==> src/rtl/encode_8b10b_lanes.sv <==
// Multi-lane IBM 8b/10b encoder.
// A 2-entry buffer sits between the framing logic (valid/ready) and the
// serializer (nextword_enable pull). Each pulled word is encoded lane by lane.
// Running disparity is chained from lane 0 to lane LANES-1 and carried across words.
// An empty buffer produces an all-K28.5 idle word.
//
// Optional build macro ENC8B10B_KCHAR_EN enables control characters via in_k.
// Without it, in_k is ignored, every lane is encoded as data and k_err is held at 0.
//
// Handshake: a word is accepted on any clk edge where in_valid && in_ready.
// in_ready is registered. It never depends combinationally on in_valid.
// A word is popped on any clk edge where nextword_enable is high and the buffer is non-empty.
// d_out/idle_out/k_err/rd_out update one clk after the strobe and otherwise hold.
module encode_8b10b_lanes #(
  parameter int LANES = 2
) (
  input  logic                  clk,
  input  logic                  rst,
  input  logic [8*LANES-1:0]    in_data,
  input  logic [LANES-1:0]      in_k,
  input  logic                  in_valid,
  output logic                  in_ready,
  input  logic                  nextword_enable,
  output logic [10*LANES-1:0]   d_out,
  output logic                  idle_out,
  output logic                  k_err,
  output logic                  rd_out
);

  localparam int EW = 9*LANES;   // buffer entry: {k flags, data bytes}

  // ---------------------------------------------------------------------
  // Code tables, written MSB-first in transmission order (abcdei / fghj),
  // RD- column only. The RD+ column is the bitwise complement where it differs.
  // ---------------------------------------------------------------------
  function automatic logic [5:0] code6(input logic [4:0] x);
    logic [5:0] c;
    case (x)
      5'd0:  c = 6'b100111;
      5'd1:  c = 6'b011101;
      5'd2:  c = 6'b101101;
      5'd3:  c = 6'b110001;
      5'd4:  c = 6'b110101;
      5'd5:  c = 6'b101001;
      5'd6:  c = 6'b011001;
      5'd7:  c = 6'b111000;
      5'd8:  c = 6'b111001;
      5'd9:  c = 6'b100101;
      5'd10: c = 6'b010101;
      5'd11: c = 6'b110100;
      5'd12: c = 6'b001101;
      5'd13: c = 6'b101100;
      5'd14: c = 6'b011100;
      5'd15: c = 6'b010111;
      5'd16: c = 6'b011011;
      5'd17: c = 6'b100011;
      5'd18: c = 6'b010011;
      5'd19: c = 6'b110010;
      5'd20: c = 6'b001011;
      5'd21: c = 6'b101010;
      5'd22: c = 6'b011010;
      5'd23: c = 6'b111010;
      5'd24: c = 6'b110011;
      5'd25: c = 6'b100110;
      5'd26: c = 6'b010110;
      5'd27: c = 6'b110110;
      5'd28: c = 6'b001110;
      5'd29: c = 6'b101110;
      5'd30: c = 6'b011110;
      default: c = 6'b101011;   // D.31
    endcase
    return c;
  endfunction

  // Data 3b/4b, primary D.x.P7 for y=7 (the A7 choice is made by the caller)
  function automatic logic [3:0] code4d(input logic [2:0] y);
    logic [3:0] c;
    case (y)
      3'd0: c = 4'b1011;
      3'd1: c = 4'b1001;
      3'd2: c = 4'b0101;
      3'd3: c = 4'b1100;
      3'd4: c = 4'b1101;
      3'd5: c = 4'b1010;
      3'd6: c = 4'b0110;
      default: c = 4'b1110;
    endcase
    return c;
  endfunction

  // K28.y 3b/4b. Every K column pair is complementary, including balanced ones.
  function automatic logic [3:0] code4k(input logic [2:0] y);
    logic [3:0] c;
    case (y)
      3'd0: c = 4'b1011;
      3'd1: c = 4'b0110;
      3'd2: c = 4'b1010;
      3'd3: c = 4'b1100;
      3'd4: c = 4'b1101;
      3'd5: c = 4'b0101;
      3'd6: c = 4'b1001;
      default: c = 4'b0111;
    endcase
    return c;
  endfunction

  // Tables are written a..i / f..j MSB-first. Bit 0 of d_out is 'a', so reverse them.
  function automatic logic [5:0] rev6(input logic [5:0] v);
    return {v[0], v[1], v[2], v[3], v[4], v[5]};
  endfunction

  function automatic logic [3:0] rev4(input logic [3:0] v);
    return {v[0], v[1], v[2], v[3]};
  endfunction

  // One lane: returns {k_bad, rd_after, code[9:0]} with code bit 0 = 'a'.
  function automatic logic [11:0] enc_lane(input logic [7:0] byte_in,
                                           input logic       is_k,
                                           input logic       rd_in);
    logic [4:0] x;
    logic [2:0] y;
    logic       k_ok;
    logic       k_bad;
    logic [5:0] c6;
    logic [3:0] c4;
    logic       bal6;
    logic       bal4;
    logic       rd6;
    logic       rd4;
    logic       a7;
    x     = byte_in[4:0];
    y     = byte_in[7:5];
    k_ok  = (x == 5'd28) ||
            ((y == 3'd7) && ((x == 5'd23) || (x == 5'd27) ||
                             (x == 5'd29) || (x == 5'd30)));
    k_bad = is_k && !k_ok;
    // An unsupported K request degrades to K28.5 so the line stays comma-legal
    if (k_bad) begin
      x = 5'd28;
      y = 3'd5;
    end
    // 5b/6b sub-block
    if (is_k && (x == 5'd28)) c6 = 6'b001111;
    else                      c6 = code6(x);
    bal6 = ($countones(c6) == 3);
    if (rd_in && (!bal6 || (x == 5'd7))) c6 = ~c6;
    rd6 = rd_in ^ !bal6;
    // 3b/4b sub-block, selected by the RD left by the 6b sub-block
    if (is_k) begin
      c4   = (x == 5'd28) ? code4k(y) : 4'b0111;
      bal4 = ($countones(c4) == 2);
      if (rd6) c4 = ~c4;
    end else begin
      // A7 avoids a run of five equal bits across the sub-block boundary
      a7   = (y == 3'd7) &&
             ((!rd6 && ((x == 5'd17) || (x == 5'd18) || (x == 5'd20))) ||
              ( rd6 && ((x == 5'd11) || (x == 5'd13) || (x == 5'd14))));
      c4   = a7 ? 4'b0111 : code4d(y);
      bal4 = ($countones(c4) == 2);
      if (rd6 && (!bal4 || (y == 3'd3))) c4 = ~c4;
    end
    rd4 = rd6 ^ !bal4;
    return {k_bad, rd4, rev4(c4), rev6(c6)};
  endfunction

  // ---------------------------------------------------------------------
  // Input buffer
  // ---------------------------------------------------------------------
  logic [EW-1:0]        fifo_mem [2];
  logic                 wr_ptr;
  logic                 rd_ptr;
  logic [1:0]           count;
  logic [1:0]           count_next;
  logic                 push;
  logic                 pop;
  logic                 empty;
  logic [EW-1:0]        head;
  logic [8*LANES-1:0]   head_data;
  logic [LANES-1:0]     head_k;
  logic [LANES-1:0]     lane_k;

  assign push      = in_valid && in_ready;
  assign empty     = (count == 2'd0);
  assign pop       = nextword_enable && !empty;
  assign head      = fifo_mem[rd_ptr];
  assign head_k    = head[EW-1 -: LANES];
  assign head_data = head[8*LANES-1:0];

  // Occupancy after this cycle's push/pop; a simultaneous push and pop cancel out
  always_comb begin
    count_next = count + {1'b0, push} - {1'b0, pop};
  end

  // Buffer storage: only the pointer/count carry reset state
  always_ff @(posedge clk) begin
    if (push) fifo_mem[wr_ptr] <= {in_k, in_data};
  end

  // Buffer pointers, occupancy and the registered ready flag
  always_ff @(posedge clk) begin
    if (rst) begin
      wr_ptr   <= 1'b0;
      rd_ptr   <= 1'b0;
      count    <= 2'd0;
      in_ready <= 1'b1;
    end else begin
      if (push) wr_ptr <= ~wr_ptr;
      if (pop)  rd_ptr <= ~rd_ptr;
      count    <= count_next;
      in_ready <= (count_next != 2'd2);
    end
  end

  // ---------------------------------------------------------------------
  // Lane encoding chain
  // ---------------------------------------------------------------------
  logic                 rd;
  logic [10*LANES-1:0]  enc_code;
  logic                 enc_rd;
  logic                 enc_kerr;
  logic                 rd_chain;
  logic                 kerr_acc;
  logic [7:0]           lane_byte;
  logic                 lane_is_k;
  logic [11:0]          lane_res;

`ifdef ENC8B10B_KCHAR_EN
  assign lane_k = head_k;
`else
  assign lane_k = '0;
`endif

  // Ripple RD through all lanes in one cycle. An empty buffer feeds K28.5 (0xBC) to every lane.
  always_comb begin
    rd_chain  = rd;
    kerr_acc  = 1'b0;
    enc_code  = '0;
    lane_byte = 8'h00;
    lane_is_k = 1'b0;
    lane_res  = '0;
    for (int i = 0; i < LANES; i++) begin
      if (empty) begin
        lane_byte = 8'hBC;
        lane_is_k = 1'b1;
      end else begin
        lane_byte = head_data[8*i +: 8];
        lane_is_k = lane_k[i];
      end
      lane_res             = enc_lane(lane_byte, lane_is_k, rd_chain);
      enc_code[10*i +: 10] = lane_res[9:0];
      rd_chain             = lane_res[10];
      kerr_acc             = kerr_acc | lane_res[11];
    end
    enc_rd   = rd_chain;
    enc_kerr = kerr_acc;
  end

  // ---------------------------------------------------------------------
  // Output registers: load on the serializer strobe, hold otherwise
  // ---------------------------------------------------------------------
  always_ff @(posedge clk) begin
    if (rst) begin
      d_out    <= '0;
      idle_out <= 1'b0;
      rd       <= 1'b0;
    end else if (nextword_enable) begin
      d_out    <= enc_code;
      idle_out <= empty;
      rd       <= enc_rd;
    end
  end

  assign rd_out = rd;

`ifdef ENC8B10B_KCHAR_EN
  // Invalid-K flag for the word currently on d_out
  always_ff @(posedge clk) begin
    if (rst)                  k_err <= 1'b0;
    else if (nextword_enable) k_err <= enc_kerr;
  end
`else
  assign k_err = 1'b0;
  logic unused_kchar;
  assign unused_kchar = ^{head_k, enc_kerr};
`endif

endmodule

==> config.mk <==
export PLATFORM = sky130hd
export DESIGN_NAME = encode_8b10b_lanes
export DESIGN_NICKNAME = d
export VERILOG_FILES = /design/src/rtl/encode_8b10b_lanes.sv
export SDC_FILE = /design/constraint.sdc
export NUM_CORES = 1
export LEC_CHECK = 0
export CAP_MARGIN = 40
export CORE_UTILIZATION = 54
export CTS_BUF_LIST = sky130_fd_sc_hd__clkbuf_4 sky130_fd_sc_hd__clkbuf_8
export CTS_CLUSTER_SIZE = 8
export DETAILED_ROUTE_END_ITERATION = 10
export GPL_TIMING_DRIVEN = 1
export PLACE_DENSITY = 0.77
export SYNTH_ARGS = -nofsm -noshare
export SYNTH_HDL_FRONTEND = slang
export SYNTH_SLANG_ARGS = --single-unit
==> constraint.sdc <==
create_clock -name clk -period 8.65 [get_ports clk]
set_input_delay 1.2975 -clock clk [delete_from_list [all_inputs] [get_ports clk]]
set_output_delay 1.2975 -clock clk [all_outputs]
set_load 0.1 [all_outputs]
After elaboration in Yosys (flattened, before gate mapping) --
Memories as Yosys holds them, arrays and structs flattened. A register that Yosys moved wholly into a read port is not among the register bits. Index checks and enable logic that the tools add are counted.
Operators by class: add/subtract/negate cells 24, eq/ne operators 49, muxes and demuxes 35, bitwise gates (word level) 12, reductions and logical operators 54
Operator list (count):
- case mux 4 bit (7 select lines) | 4
- equality test 5 bit (second input constant) | 18
- 2-to-1 mux 4 bit | 14
- equality test 3 bit (second input constant) | 10
- equality test 5 x 4 -> 1 bit (second input constant) | 6
- adder 1 x 1 -> 2 bit | 14
- equality test 3 x 2 -> 1 bit (second input constant) | 8
- 2-to-1 mux 6 bit | 4
- logical OR 1 bit | 22
- adder 2 x 2 -> 3 bit | 6
- logical AND 1 bit | 18
- 2-to-1 mux 8 bit | 2
- NOT 4 bit | 4
- NOT 6 bit | 2
- zero test 1 bit | 11
- equality test 5 x 3 -> 1 bit (second input constant) | 2
- 2-to-1 mux 5 bit | 2
- adder 3 x 2 -> 4 bit | 2
- equality test 4 x 2 -> 1 bit (second input constant) | 2
- 2-to-1 mux 1 bit | 7
- equality test 3 x 1 -> 1 bit (second input constant) | 2
- zero test 3 bit | 2
- 2-to-1 mux 3 bit | 2
- bitwise XOR 1 bit | 4
- 5 further kinds | 6
Storage, ports and cells: bits in registers 27, bits in writable memories 36, memory bits (read-only) 384, logic and storage cells 184, memories 3
Memories:
- (name not given) | depth 32, width 6, read ports 1, clocked after memory_dff 0, write ports 0, RTL line 38 | case (x)
- (name not given) | depth 32, width 6, read ports 1, clocked after memory_dff 0, write ports 0, RTL line 38
- fifo_mem | depth 2, width 18, read ports 1, clocked after memory_dff 1, write ports 1, RTL line 169 | logic [EW-1:0] fifo_mem [2];

Longest topological paths before layout --
Gate-level depths: netlist (run 1).
depth in word-level cells 45, depth in mapped cells 38, gate-level depth less buffers 36

Least setup slack after synthesis (run 1) --
OpenSTA, ideal clock, no wires.
path kind register to register, start register with a tool-made name, end register d_out[16], arrival time 9345 ps, slack -755 ps, cell stages (with the launch flop) 37, period minus slack after synthesis 9405 ps, path through dfxtp_1 > buf_6 > buf_12 > mux2_2 > and2_1 > inv_1 > ha_1 > a221o_1 > a211oi_2 > fa_1 > fa_1 > inv_1 > ha_1 > inv_1 > fa_1 > and3b_2 > xnor2_1 > a2111oi_0 > o21ai_1 > o21ai_0 > fa_1 > ha_1 > ha_1 > nor3b_2 > mux2i_1 > xnor3_2 > mux2i_1 > o21ai_1 > nor2b_1 > fa_1 > ha_1 > ha_1 > nor3b_1 > a21oi_2 > nor3b_1 > o31ai_1 > and3_1
RTL lines:
- to (signal assigned) | RTL line 267 | d_out <= enc_code;
- to (decl) | RTL line 24 | output logic [10*LANES-1:0] d_out,

==> results.tsv, run 1 <==
metric	value	unit
period utilization	103	%
TritonCTS clock tree	built	
CTS Buffer Depth	2	
Slew headroom	26.8	%
gpl congestion	0.840	
# rows	32	
DRT Pass-1 Iters	5	
Final #Nets	610	
Worst-Margin Slew	1.10	ns
Fmax	0.112	GHz
Setup WS pre-CTS	-0.140	ns
post-synth net total	508	
global-route wire length before repair	17600	µm
status	complete, but fails checks	
Seq cells post-synth	60	
post-route setup TNS	-0.923	ns
total CTS buffers	9	
CTS HTree Levels	3	
Post-synth EDFFs	32	
Synth warnings	0	
layout cell share with drive strength beyond 1	27.1	%
Synth top area share	22.2	%
Avg Synthesized Cell Area	9.57	µm²
synth unique cells	73	
die area	8390	µm²
total core area	7730	µm²
HP Class	flip-flop to flip-flop	
RSZ-0062 raised after global routing	true	
Initial Util	56.1	%
area leader, netlist	edfxtp_1	
Mapped Area	4330	µm²
Worst Path Required	8.93	ns
# DRC	0	
Final Max Tran Viols	0	
die height	91.6	µm
hold buffers post-CTS	0	
initial DRC count	394	
Crit path largest cell delay	0.55	ns
Ports	46	
CTS clock-pin slew for the worst setup and hold paths	0.07	ns
arrival time at the worst endpoint	9.21	ns
Congestion Overflow GR	0	
Max FO, Critical Path	4	
Worst path most repeated cell	fa_1	
vias in the first global route	3642	
diode count	0	
Tmin final	8.93	ns
Area growth, synth to finish	38.5	%
CP Class	flip-flop to flip-flop	
share of flip-flops with an asynchronous set or reset	0	%
worst skew pair latency	0.36	ns
Clk Tree Root Cell	clkbuf_8	
failing checks	setup timing	
Buffers on Ports	42	
Worst setup EP type	flip-flop	
Vias/cell	6.03	
drt wl/cell	16.9	µm
HPWL after DPL	7480	µm
Setup violations, final	5	
Hold Fails Final Rpt	0	
top cells by area, synth	edfxtp_1 22%, dfxtp_1 13%, ha_1 6.6%	
register area share after synthesis	35.1	%
setup ws final	-0.279	ns
die width	91.6	µm
via count	3994	
Max-cap violations	0	
Post-synth top flop	edfxtp_1	
final antenna-violating net count	0	
largest net degree at the start of global routing	30	
Clock Sinks	60	
drt total wl	11200	µm
critical path's slowest cell	fa_1	
clock skew	0.0141	ns
Synth Instances	453	
startpoint types	flip-flop	
initial antenna violation count	0	
Total GRT Usage	26.4	%
[metrics by stage]
step           cells  hold WS, ns  instance area (µm²)  utilization (%)
3_5_place_dp     632        0.478                 5440             70.5
5_1_grt          662        0.513                 6000             77.7
3_3_place_gp     608        0.465                 5060             65.5
6_report         662        0.485                 6000             77.7
4_1_cts          653        0.489                 5680             73.5
2_1_floorplan    453        0.481                 4380                -
[final timing paths]
kind,start,endpoint,slack (ns),cells after the start
worst max register to register,flip-flop,rd_out,-0.28,37
worst max-delay path,flip-flop,rd_out,-0.28,37
worst min-delay path,d_out[0],d_out[0],0.49,2
worst min register to register,d_out[0],d_out[0],0.49,2
[placed cells by master, fill, tap and decap left out, types with 9 or more instances in the layout]
| cell | n |
|---|---|
| nor2_1 | 45 |
| buf_4 | 45 |
| clkdlybuf4s50_1 | 42 |
| nand2_1 | 36 |
| edfxtp_1 | 32 |
| dfxtp_1 | 27 |
| a21oi_1 | 26 |
| buf_8 | 22 |
| mux2i_1 | 19 |
| o21ai_0 | 16 |
| xnor2_1 | 15 |
| ha_1 | 15 |
| o22ai_1 | 11 |
| nand3_1 | 11 |
| inv_1 | 10 |
| xor2_1 | 10 |
| fa_1 | 10 |
| clkbuf_8 | 9 |
[kinds of logic after synthesis]
kind of cell / count (synthesis) / synth area share (%)
DFF: 60 / 35.1
muxes: 29 / 7.19
adders and majority gates: 34 / 11.5
and+or+nand+nor: 146 / 16.9
other: 1 / 0.0865
buffers and inverters: 41 / 4.76
AOI/OAI and AO/OA: 113 / 18.1
xor gates and xnor gates: 29 / 6.38
[critical path: cells and delay by family, from the launching register on]
kind                     cells  cell delay (ns)
AO/OA/AOI/OAI                6             1.46
flip-flops                   1             0.40
AND/OR/NAND/NOR              8             1.33
adder cells (fa/ha/maj)     10             3.42
buffers and inverters        5             0.54
multiplexers                 4             0.83
XOR/XNOR                     4             0.89
[layer usage]
| layer | vias up | share of wire (%) | global-route usage [%] |
|---|---|---|---|
| li1 | 1856 | - | - |
| met1 | 1895 | 43 | 36.4 |
| met2 | 215 | 49 | 42.6 |
| met3 | 28 | 6.1 | 4.61 |
| met4 | 0 | 1.9 | 7.54 |
| met5 | - | 0 | 0 |
[registers in the layout, summed over array words and instances (netlist names), named ones only]
| signal | count |
|---|---|
| rd_ptr | 1 |
| wr_ptr | 1 |
| d_out | 20 |
| idle_out | 1 |
| rd_out | 1 |
| count | 2 |
| fifo_mem | 32 |
| in_ready | 1 |
[repair_timing]
item	in CTS	in global routing
pin swaps	3	23
buffers inserted	5	9
gates resized for setup	8	46
setup endpoints to repair	5	5
[Yosys cell counts (11+ instances only)]
master    number
dfxtp_1       28
o22ai_1       11
nand2_1       39
edfxtp_1      32
mux2i_1       21
nor2_1        46
inv_1         13
ha_1          23
nand3_1       11
a21oi_1       27
xnor2_1       17
clkbuf_1      11
o21ai_0       19
[final cells by class]
type	count	area, µm²
inverters	13	48.8
flip-flops and latches	60	1530
clock inverters	7	51.3
multi-input cells	352	2870
clock buffers	9	124
repair buffers	119	1260
well taps	102	128
fillers	464	1730
Power of run 1 is not shown: default switching activity piles up to over one toggle a cycle in this logic, so the estimate is an artifact.
==> run 2, diff against run 1 <==
--- a/config.mk
+++ b/config.mk
@@ -11,7 +11,9 @@
 export CTS_CLUSTER_SIZE = 8
 export DETAILED_ROUTE_END_ITERATION = 10
 export GPL_TIMING_DRIVEN = 1
+export HOLD_SLACK_MARGIN = 0.05
 export PLACE_DENSITY = 0.77
+export RECOVER_POWER = 100
 export SYNTH_ARGS = -nofsm -noshare
 export SYNTH_HDL_FRONTEND = slang
 export SYNTH_SLANG_ARGS = --single-unit
==> run 2 against run 1 <==
Compared with the run above: the run still ends with setup timing left; highest routed layer unchanged; setup slack better by 0.015 ns; sequential share of layout area increased by 1.0 points; critical endpoint unchanged; design area down 3.9%; fmax up 0.17%; non-clock buffer count stayed put.
==> results.tsv, run 2 (synthesis gave the netlist of run 1 again) <==
metric	value	unit	change
CTS clock-pin slew for the worst setup and hold paths	0.07	ns	about the same
clock skew	0.0121	ns	-0.00200 ns
final antenna-violating net count	0		unchanged
Crit path largest cell delay	0.55	ns	about the same
Worst setup EP type	flip-flop		
layout cell share with drive strength beyond 1	23.2	%	-3.9 points
Setup violations, final	5		unchanged
highest routed layer	met4		
met2 WL post-DR	5450	µm	-1.3%
Tmin final	8.91	ns	-0.0148 ns
Initial Util	56.1	%	unchanged
status	complete, but fails checks		
Slew headroom	8.73	%	-18 points
Max FO, Critical Path	4		unchanged
# rows	32		unchanged
total core area	7730	µm²	unchanged
Worst Path Required	8.83	ns	-0.10 ns
register name with the most flops	fifo_mem		
met3 wire len	761	µm	+12%
Worst-Margin Slew	1.37	ns	+0.273 ns
max reg flops	32		unchanged
Buffers on Ports	42		unchanged
DRT Pass-1 Iters	5		unchanged
CTS HTree Levels	3		unchanged
largest registers	fifo_mem x32, d_out x20, count x2		
Clock Sinks	60		unchanged
setup ws final	-0.264	ns	+0.0148 ns
initial DRC count	346		-12%
Max-cap violations	0		unchanged
total CTS buffers	9		unchanged
vias in the first global route	3642		unchanged
hold_ws	0.481	ns	-0.00403 ns
met1 wire length	4740	µm	-1.2%
period utilization	103	%	-0.17 points
initial antenna violation count	0		unchanged
Total GRT Usage	26.4	%	unchanged
Area growth, synth to finish	33.1	%	
drt total wl	11200	µm	-0.21%
TritonCTS clock tree	built		
largest net degree at the start of global routing	30		unchanged
worst skew pair latency	0.36	ns	about the same
HPWL after DPL	7480	µm	unchanged
die height	91.6	µm	unchanged
Fmax	0.112	GHz	+0.17%
gpl congestion	0.840		unchanged
arrival time at the worst endpoint	9.10	ns	-0.11 ns
Final #Nets	610		unchanged
startpoint types	flip-flop		
via count	3970		-0.60%
HP Class	flip-flop to flip-flop		
die width	91.6	µm	unchanged
Congestion Overflow GR	0		unchanged
RSZ-0062 raised after global routing	true		
Final Max Tran Viols	0		unchanged
CP Class	flip-flop to flip-flop		
drt wl/cell	16.9	µm	-0.21%
commonest cells after routing, fill and taps aside	45 x nor2_1, 43 x buf_4, 36 x nand2_1		
Clk Tree Root Cell	clkbuf_8		
Vias/cell	6.00		-0.60%
failing checks	setup timing		
global-route wire length before repair	17600	µm	unchanged
die area	8390	µm²	unchanged
critical path's slowest cell	fa_1		
Hold Fails Final Rpt	0		unchanged
Worst path most repeated cell	fa_1		
# DRC	0		unchanged
diode count	0		unchanged
most common cell after layout, fill and taps aside	nor2_1		
CTS Buffer Depth	2		unchanged
Ports	46		unchanged
==> run 2: changes by cell type in the layout (fill, tap and decap cells not counted), sizes merged <==
cell           delta
clkbuf           +22
clkdlybuf4s50    -21
dlygate4sd3      +21
buf              -22
==> run 2: critical path: cells and delay by family (launching register included) <==
family	cells	cell delay, ns
XOR/XNOR	4	0.81
AO/OA/AOI/OAI	6	1.45
AND/OR/NAND/NOR	8	1.26
buffers and inverters	5	0.54
multiplexers	4	0.88
flip-flops	1	0.40
adder cells (fa/ha/maj)	10	3.41
==> run 2: area by class of cell <==
cell class,instances,area [µm²]
multi-input cells,352,2870
fillers,505,1960
flip-flops and latches,60,1530
repair buffers,119,1030
well taps,102,128
clock buffers,9,124
clock inverters,7,51.3
inverters,13,48.8
==> run 2: path summary, 6_finish.rpt <==
| path | to | slack [ns] | cells past startpoint | from |
|---|---|---|---|---|
| worst max-delay path | rd_out | -0.26 | 37 | flip-flop |
| worst min-delay path | d_out[0] | 0.48 | 2 | d_out[0] |
| worst max register to register | rd_out | -0.26 | 37 | flip-flop |
| worst min register to register | d_out[0] | 0.48 | 2 | d_out[0] |
==> run 2: repair_timing <==
item,4_1_cts,5_1_grt
hold buffers,0,0
setup buffers,5,9
hold endpoints to repair,0,0
setup endpoints to repair,5,5
resized for setup,8,46
pin swaps,3,23
==> run 2: metrics by stage <==
| step | utilization (%) | TNS [ns] | instance area [µm²] | cells | setup slack, ns |
|---|---|---|---|---|---|
| final | 74.7 | -0.886 | 5770 | 662 | -0.264 |
| after global routing | 74.7 | -2.54 | 5770 | 662 | -0.578 |
| after CTS | 73.5 | 0 | 5680 | 653 | 0.00767 |
| after detailed placement | 70.5 | -0.465 | 5440 | 632 | -0.140 |
| after global placement | 65.5 | 0 | 5060 | 608 | 0.0154 |
| after floorplan | - | 0 | 4380 | 453 | 0.00524 |
==> run 2: layer usage <==
| metal | up-vias | global-route usage (%) |
|---|---|---|
| met5 | - | 0 |
| met4 | 0 | 7.54 |
| met3 | 32 | 4.61 |
| met2 | 213 | 42.6 |
| met1 | 1862 | 36.4 |
| li1 | 1863 | - |
Power of run 2 is left out for the same reason.
